## config.mk

```make
export PLATFORM = sky130hd
export DESIGN_NAME = centroid_update_sequencer
export DESIGN_NICKNAME = d
export VERILOG_FILES = /design/src/rtl/kmeans_pkg.sv /design/src/rtl/centroid_update_sequencer_coord_divider.sv /design/src/rtl/centroid_update_sequencer.sv
export SDC_FILE = /design/constraint.sdc
export NUM_CORES = 1
export LEC_CHECK = 0
export CORE_MARGIN = 2
export CORE_UTILIZATION = 29
export DETAILED_ROUTE_END_ITERATION = 7
export DONT_BUFFER_PORTS = 1
export SKIP_CTS_REPAIR_TIMING = 1
export SYNTH_ARGS = -nofsm -noshare
export SYNTH_HDL_FRONTEND = slang
export SYNTH_SLANG_ARGS = --single-unit
```

## constraint.sdc

```tcl
create_clock -name clk -period 6.24 [get_ports clk]
set_clock_uncertainty 0.15 [all_clocks]
set_input_delay 1.248 -clock clk [delete_from_list [all_inputs] [get_ports clk]]
set_output_delay 1.248 -clock clk [all_outputs]
set_load 0.1 [all_outputs]
```

## src/rtl/kmeans_pkg.sv

```systemverilog
// Shared types and width constants for the k-means centroid update path.
package kmeans_pkg;

  localparam int CORD_W     = 13;
  localparam int ACC_CORD_W = 22;
  localparam int COUNT_W    = 10;
  localparam int DATA_W     = 91;
  localparam int NUM_COORD  = 7;

  typedef enum logic [2:0] {
    S_IDLE,
    S_CLEAR,
    S_FETCH,
    S_LOAD,
    S_DIV,
    S_EMIT,
    S_WAIT_RES,
    S_DONE
  } state_t;

  // Coordinate 1 sits in the LSBs of the packed accumulator word.
  function automatic logic [ACC_CORD_W-1:0] acc_slice(
    input logic [NUM_COORD*ACC_CORD_W-1:0] acc,
    input int unsigned                     c
  );
    return acc[c*ACC_CORD_W +: ACC_CORD_W];
  endfunction

endpackage

```

## src/rtl/centroid_update_sequencer_coord_divider.sv

```systemverilog
// Serial unsigned restoring divider, one quotient bit per cycle, with the
// quotient saturated to Q_W bits. The result register holds until the next load/clr.
module coord_divider
  import kmeans_pkg::*;
#(
  parameter int DVD_W = ACC_CORD_W,
  parameter int DSR_W = COUNT_W,
  parameter int Q_W   = CORD_W
) (
  input  logic             clk,
  input  logic             rst,
  input  logic             load,
  input  logic             clr,
  input  logic [DVD_W-1:0] dividend,
  input  logic [DSR_W-1:0] divisor,
  output logic             busy,
  output logic             done,
  output logic [Q_W-1:0]   quotient
);

  localparam int CNT_W = $clog2(DVD_W + 1);

  logic [CNT_W-1:0] cnt;
  logic [DVD_W-1:0] dvd;
  logic [DVD_W-2:0] q;
  logic [DSR_W-1:0] dsr;
  logic [DSR_W-1:0] rem;
  logic [DSR_W:0]   trial;
  logic             fits;
  logic [DSR_W-1:0] rem_nxt;
  logic [DVD_W-1:0] q_nxt;

  function automatic logic [Q_W-1:0] sat_q(input logic [DVD_W-1:0] v);
    if (|v[DVD_W-1:Q_W]) return '1;
    return v[Q_W-1:0];
  endfunction

  // Remainder stays below the divisor, so the subtraction fits in DSR_W bits.
  always_comb begin
    trial   = {rem, dvd[DVD_W-1]};
    fits    = trial >= {1'b0, dsr};
    rem_nxt = fits ? (trial[DSR_W-1:0] - dsr) : trial[DSR_W-1:0];
    q_nxt   = {q, fits};
  end

  assign busy = (cnt != '0);
  // High during the cycle that produces the final quotient bit.
  assign done = (cnt == CNT_W'(1));

  always_ff @(posedge clk) begin
    if (rst) begin
      cnt      <= '0;
      quotient <= '0;
    end else if (clr) begin
      cnt      <= '0;
      quotient <= '0;
    end else if (load) begin
      cnt <= CNT_W'(DVD_W);
      dvd <= dividend;
      dsr <= divisor;
      rem <= '0;
      q   <= '0;
    end else if (busy) begin
      cnt <= cnt - CNT_W'(1);
      dvd <= {dvd[DVD_W-2:0], 1'b0};
      rem <= rem_nxt;
      q   <= q_nxt[DVD_W-2:0];
      if (done) quotient <= sat_q(q_nxt);
    end
  end

endmodule

```

## src/rtl/centroid_update_sequencer.sv

```systemverilog
// Per-iteration centroid update: fetch sums/counts, divide, stream centroids to
// the convergence checker, collect the verdict. KMEANS_ROUND_DIV_EN selects round-to-nearest.
module centroid_update_sequencer
  import kmeans_pkg::*;
#(
  parameter int centroid_num     = 8,
  parameter int cordinate_width  = CORD_W,
  parameter int accum_cord_width = ACC_CORD_W,
  parameter int accum_width      = NUM_COORD * ACC_CORD_W,
  parameter int count_width      = COUNT_W,
  parameter int dataWidth        = DATA_W,
  parameter int iter_width       = 8
) (
  input  logic                   clk,
  input  logic                   rst,
  input  logic                   start,
  input  logic                   clear_iter,
  input  logic [iter_width-1:0]  max_iter,
  output logic                   sum_req,
  output logic [2:0]             sum_idx,
  input  logic [accum_width-1:0] accum_sum_in,
  input  logic [count_width-1:0] count_in,
  output logic [dataWidth-1:0]   new_centroid,
  output logic [2:0]             cent_num,
  output logic                   divide_by_0,
  output logic                   convergence_reg_en,
  output logic                   convergence_regs_reset_n,
  input  logic                   has_converged,
  input  logic                   converge_res_available,
  output logic                   iter_done,
  output logic                   converged,
  output logic                   stop,
  output logic [iter_width-1:0]  iter_count
);

`ifdef KMEANS_ROUND_DIV_EN
  localparam int DIV_W = accum_cord_width + 1;
`else
  localparam int DIV_W = accum_cord_width;
`endif

  state_t                state, state_nxt;
  logic [2:0]            idx;
  logic                  dz;
  logic                  div_load, div_clr;
  logic [NUM_COORD-1:0]  div_busy, div_done;
  logic [iter_width-1:0] iter_nxt;

  for (genvar g = 0; g < NUM_COORD; g++) begin : g_div
    logic [accum_cord_width-1:0] sum_c;
    logic [DIV_W-1:0]            dividend;

    assign sum_c = acc_slice(accum_sum_in, g);
`ifdef KMEANS_ROUND_DIV_EN
    // Adding half the divisor turns the truncating divide into round-to-nearest.
    assign dividend = {1'b0, sum_c} + DIV_W'(count_in >> 1);
`else
    assign dividend = sum_c;
`endif

    coord_divider #(
      .DVD_W(DIV_W),
      .DSR_W(count_width),
      .Q_W  (cordinate_width)
    ) u_div (
      .clk     (clk),
      .rst     (rst),
      .load    (div_load),
      .clr     (div_clr),
      .dividend(dividend),
      .divisor (count_in),
      .busy    (div_busy[g]),
      .done    (div_done[g]),
      .quotient(new_centroid[g*cordinate_width +: cordinate_width])
    );
  end

  always_ff @(posedge clk) begin
    if (rst) state <= S_IDLE;
    else     state <= state_nxt;
  end

  always_comb begin
    state_nxt                = state;
    div_load                 = 1'b0;
    div_clr                  = 1'b0;
    sum_req                  = (state == S_FETCH);
    sum_idx                  = idx;
    convergence_reg_en       = (state == S_EMIT);
    // The checker evaluates whenever cent_num==7, so it must read 0 outside EMIT.
    cent_num                 = (state == S_EMIT) ? idx : 3'd0;
    divide_by_0              = (state == S_EMIT) && dz;
    iter_done                = (state == S_DONE);
    convergence_regs_reset_n = !(rst || (state == S_CLEAR));
    case (state)
      S_IDLE:     if (start && !stop) state_nxt = S_CLEAR;
      S_CLEAR:    state_nxt = S_FETCH;
      S_FETCH:    state_nxt = S_LOAD;
      S_LOAD: begin
        if (count_in == '0) begin
          div_clr   = 1'b1;
          state_nxt = S_EMIT;
        end else begin
          div_load  = 1'b1;
          state_nxt = S_DIV;
        end
      end
      // Leaving on an idle divider bank keeps a lost load from hanging the pass.
      S_DIV:      if ((&div_done) || !(|div_busy)) state_nxt = S_EMIT;
      S_EMIT:     state_nxt = (idx == 3'(centroid_num - 1)) ? S_WAIT_RES : S_FETCH;
      S_WAIT_RES: if (converge_res_available) state_nxt = S_DONE;
      S_DONE:     state_nxt = S_IDLE;
      default:    state_nxt = S_IDLE;
    endcase
  end

  assign iter_nxt = (&iter_count) ? iter_count : iter_count + iter_width'(1);

  always_ff @(posedge clk) begin
    if (rst) begin
      idx        <= 3'd0;
      dz         <= 1'b0;
      converged  <= 1'b0;
      stop       <= 1'b0;
      iter_count <= '0;
    end else begin
      if (state == S_CLEAR) idx <= 3'd0;
      else if (state == S_EMIT && state_nxt == S_FETCH) idx <= idx + 3'd1;
      if (state == S_LOAD) dz <= (count_in == '0);
      if (state == S_WAIT_RES && converge_res_available) converged <= has_converged;
      // A clear_iter landing on DONE takes priority over the increment.
      if (clear_iter) begin
        iter_count <= '0;
        stop       <= 1'b0;
      end else if (state == S_DONE) begin
        iter_count <= iter_nxt;
        if (converged || (max_iter != '0 && iter_nxt >= max_iter)) stop <= 1'b1;
      end
    end
  end

endmodule

```

# [After elaboration in Yosys (flattened, before gate mapping)]
# Cells that the tools add are included.
[totals] elab_cells=267 output_inout_bits=112 reg_bits=524 inputBits=178
[op_classes] n_reduce_logical=58 eq_ne=16 mux=117 n_lt_le_gt_ge=8 addsub=16 n_bitwise=3
[ops] cell="two-way mux 22 bit" count=14
[ops] cell="two-way mux 13 bit" count=14
[ops] cell="two-way mux 21 bit" count=7
[ops] cell="two-way mux 10 bit" count=14
[ops] cell=">= comparator 11 x 10 -> 1 bit" count=7
[ops] cell="two-way mux 5 bit" count=14
[ops] cell="subtractor 10 bit" count=7
[ops] cell="OR reduction 9 bit" count=7
[ops] cell="two-way mux 1 bit" count=47
[ops] cell="AND reduction 3 bit" count=15
[ops] cell="equality test 5 x 1 -> 1 bit (second input constant)" count=7
[ops] cell="nonzero test 5 bit" count=7
[ops] cell="subtractor 5 x 1 -> 5 bit (second input constant)" count=7
[ops] cell="case mux 3 bit (8 select lines)" count=1
[ops] cell="equality test 3 bit (second input constant)" count=5
[ops] cell="two-way mux 3 bit" count=5
[ops] cell="nonzero test 2 bit" count=7
[ops] cell="zero test 10 bit" count=1
[ops] cell="equality test 3 x 2 -> 1 bit (second input constant)" count=3
[ops] cell="adder 8 x 1 -> 8 bit (second input constant)" count=1
[ops] cell=">= comparator 8 bit" count=1
[ops] cell="two-way mux 8 bit" count=1
[ops] cell="AND reduction 8 bit" count=1
[ops] cell="nonzero test 8 bit" count=1
[ops] cell="12 further kinds" count=24

# [Depth between registers and ports, before layout]
[depth] depth_word=8 mapped_depth=12

# [By module]
# Synthesis repeated with hierarchy kept, for this count alone.
[unflattened] hier_cells=2121 hier_area_um2=27082.2
[by_module_without_submodules] module="coord_divider at g_div[0].u_div ..." area_per_inst_um2=3681.0 n_inst=5 seq_area_each_um2=2252.2 cells_per_inst=283
[by_module_without_submodules] module="coord_divider at g_div[1].u_div ..." area_per_inst_um2=3688.5 n_inst=2 seq_area_each_um2=2252.2 cells_per_inst=274
[by_module_without_submodules] module="centroid_update_sequencer" area_per_inst_um2=1300.0 n_inst=1 seq_area_each_um2=340.3 cells_per_inst=158

# [Worst setup path after synthesis]
# OpenSTA, ideal clock, no wires.
[synth_path] path_kind="input-to-reg" from="input count_in[0]" to="register g_div[1].u_div.dvd[0] (enable)" slack_ns=0.967 setup_time_ns=0.481 t_required_ns=5.609 path_buffers=2 path_stages=7 arrival_time_ns=4.641 cell_sequence="or4_1 > nor4_4 > nand2_1 > nand2b_1 > clkbuf_1 > clkbuf_1 > a21oi_1"
[synth_via] elab_chain_cells=5 word_cells_on_any_way=8
[synth_lines] element="start, declared" line_no="centroid_update_sequencer.sv:22" rtl="input logic [count_width-1:0] count_in,"
[synth_lines] element="zero test 10 bit (*)" line_no="centroid_update_sequencer.sv:100" rtl="if (count_in == '0) begin"
[synth_lines] element="two-way mux 1 bit" line_no="centroid_update_sequencer.sv:100"
[synth_lines] element="two-way mux 1 bit" line_no="centroid_update_sequencer.sv:95" rtl="case (state)"
[synth_lines] element="nonzero test 2 bit (no line) or NOT 1 bit (tied branches)"
[synth_lines] element="AND reduction 3 bit (no line) (*)"
[synth_lines] element="end signal, assigned" line_no="centroid_update_sequencer_coord_divider.sv:59" rtl="dvd <= dividend;"
[synth_lines] element="end signal, assigned" line_no="centroid_update_sequencer_coord_divider.sv:65" rtl="dvd <= {dvd[DVD_W-2:0], 1'b0};"
[synth_lines] element="end, declared" line_no="centroid_update_sequencer_coord_divider.sv:24" rtl="logic [DVD_W-1:0] dvd;"
# Every way passes the cells marked *; elsewhere a longest branch is shown, timed or not.
# A chain may end at the register's enable or synchronous reset.

# [Worst setup path in the final report]
[layout_path] from="register state[0]" to="output cent_num[1]"
[layout_via] elab_chain_cells=2
[layout_lines] element="start, declared" line_no="centroid_update_sequencer.sv:42" rtl="state_t state, state_nxt;"
[layout_lines] element="start signal, assigned" line_no="centroid_update_sequencer.sv:80" rtl="else state <= state_nxt;"
[layout_lines] element="equality test 3 bit"
[layout_lines] element="net convergence_reg_en" line_no="centroid_update_sequencer.sv:26" rtl="output logic convergence_reg_en,"
[layout_lines] element="two-way mux 3 bit" line_no="centroid_update_sequencer.sv:91" rtl="cent_num = (state == S_EMIT) ? idx : 3'd0;"
[layout_lines] element="end, declared" line_no="centroid_update_sequencer.sv:24" rtl="output logic [2:0] cent_num,"
# The timed path passes the listed nets, and every way through them passes these cells.

==> flow_summary.ini <==
[sta]
maxSlewViolCount = 0
final-setup-viol-count = 0
timing.fmax_mhz = 227
fin_crit_sh = 0.706
worst_pin_slew_ns = 1.11
fin_tns_setup_ns = 0
final_hold_viol_count = 0
rsz0062_at_grt = false
period_needed_ns = 4.41
slew-limit-headroom = 0.257

[setup_path]
cp.required_ns = 4.84
start_kind = register
arrival_ns = 3.01
slowest_delay_ns = 0.96
crit_path_top_delay_cell = and3b_1
r2r-start = iter_count[1]
crit_start = state[0]
worstSetupPathType = register to output pin
r2r.worst_path.cells = 11
path_max_fanout = 11
end_kind = output pin
crit_chain = and3b_1 -> and2_1

[floorplanning]
die_h_um = 297
die_w_um = 297
coreArea_mm2 = 0.0853
start_util = 0.293
io-pin-count = 290
placementRows = 107
die-area_mm2 = 0.0884

[yosys]
yosysTopAreaCell = edfxtp_1
synthAdderAreaFrac = 0.0567
synth_cell_types = 67
netlist_area_mm2 = 0.0250
synth-compound-area-share = 0.117
synth_edf_count = 381
yosys.area_share.simple = 0.194
synth_top_family_by_area = simple AND/OR/NAND/NOR gates
synthTopCellsByArea = edfxtp_1 (46%), dfxtp_1 (11%), nand2_1 (7.7%)
synthMuxAreaShare = 0.0160
async_flop_share = 0
synth-warning-count = 0
synth_xor_xnor_area_share = 0.0151
avgSynthCellArea_um2 = 10.8
syn-instance-count = 2320
synth-main-ff-cell = edfxtp_1
synth_nets = 2607
yosys_register_bits = 524
synth_top_area_share = 0.458
yosysSeqAreaShare = 0.573

[routing]
ant_nets = 0
drt-total-wl_um = 61500
vias_per_cell = 4.82
wl_per_cell_um = 17.5
vias = 16900
dr.pass1.iters = 5
drt_iter0_drc = 1223
drc_errors = 0

[clock_tree]
clk_pin_slew_worst_paths_ns = 0.06
cts-root-buf = clkbuf_16
clock_path_buffers = 3
cts_buffers = 61
clock_latency_ns = 0.65
htreeDepth = 2
cts_tree = built
clock-sinks = 524

[global_routing]
grt_pass1_wl_um = 95900
grtUsageTotal = 0.136
first_global_vias = 16473
antenna_found_initial = 3
overflow = 0
grt_max_degree = 199

[cells_and_area]
drive_above_1_share = 0.0728
layout_common_cells = nand2_1 (511), edfxtp_1 (381), and2_1 (155)
final_cells = 3507
final_common_cell = nand2_1
layout.nets = 2596
syn_to_final_growth_pct = 14.2
stdcell_area_mm2 = 0.0285

[placed_design]
dp_cells = 3390
place_area_mm2 = 0.0264
io_buffers = 0
dp_hpwl_um = 41200
routabilityCongestion = 0.818

[pwr]
p_leak_nw = 10.8
power.density_mw_per_mm2 = 563
ir_worst_vdd_uv = 285

[status]
run_status = finished, final reports clean

[worst_hold_path]
hold_path_class = register to register
hold_start = g_div[5].u_div.dvd[4]
hold_depth = 2

[run]
drv_cap = 0
-- sequential cells by signal, indices dropped and copies added (netlist names) --
name / flops
g_div.u_div.dvd: 154
g_div.u_div.q: 147
g_div.u_div.quotient: 91
g_div.u_div.rem: 70
g_div.u_div.cnt: 35
g_div.u_div.dsr: 10
iter_count: 8
state: 3
sum_idx: 3
converged: 1
dz: 1
stop: 1
-- metal layers --
metal	vias up	global-route usage	part of all wire
li1	8341	-	-
met4	2	0.0329	0.020
met2	427	0.209	0.44
met3	84	0.0458	0.087
met1	8046	0.183	0.46
met5	-	0	0.00020
-- stage by stage --
stage	hold WS (ns)	setup slack (ns)	util	total power [mW]
floorplan	0.282	0.967	-	11.1
global placement	0.345	1.51	0.309	12.4
detailed placement	0.349	1.39	0.309	12.5
CTS	0.359	1.76	0.334	16.2
global route	0.374	1.70	0.334	17.2
finish	0.353	1.83	0.334	16.1
-- Yosys cell counts, types with 24 or more instances --
cell      number
nor3_1        65
nor2b_1       24
xnor2_1       30
clkbuf_1      91
nor2_1       118
mux2i_1       31
nand4_1       25
and2_1       155
dfxtp_1      143
ha_1         102
o21a_1        24
edfxtp_1     381
nand3_1       28
o221a_1       81
o21ai_0       57
a21oi_1      116
inv_1         77
nand2_1      511
-- critical path: cells and delay by family (launching register included) --
kind	cells	cell delay [ns]
DFF	1	0.53
and+or+nand+nor	2	1.85
-- report_power, final --
| part | internal [mW] | switching [mW] | total [mW] |
|---|---|---|---|
| registers | 5.67 | 1.72 | 7.39 |
| logic | 2.00 | 2.98 | 4.98 |
| clock network | 2.16 | 1.52 | 3.68 |
-- logic make-up (layout without fill, tap and decap cells) --
group	count (synthesis)	count (layout)
AO/OA/AOI/OAI	398	398
XOR/XNOR	43	43
adder cells (fa/ha/maj)	109	109
buffers and inverters	185	227
flip-flops	524	524
multiplexers	39	39
other	0	1
AND/OR/NAND/NOR	1022	1022
-- final cells by class --
class,count,area [um^2]
fill,8551,56800
sequential,524,14300
multi-input combinational,1611,10100
clock buffer,83,1800
tap,1144,1430
clock inverter,33,314
timing repair buffer,34,300
inverter,77,289
antenna,1,2.50
-- path summary, 6_finish.rpt --
path                           end  slack [ns]
max reg2reg                   stop        2.29
max                    cent_num[1]        1.83
min          g_div[5].u_div.dvd[5]        0.35
min reg2reg  g_div[5].u_div.dvd[5]        0.35
(Power assumes the default switching activity.)
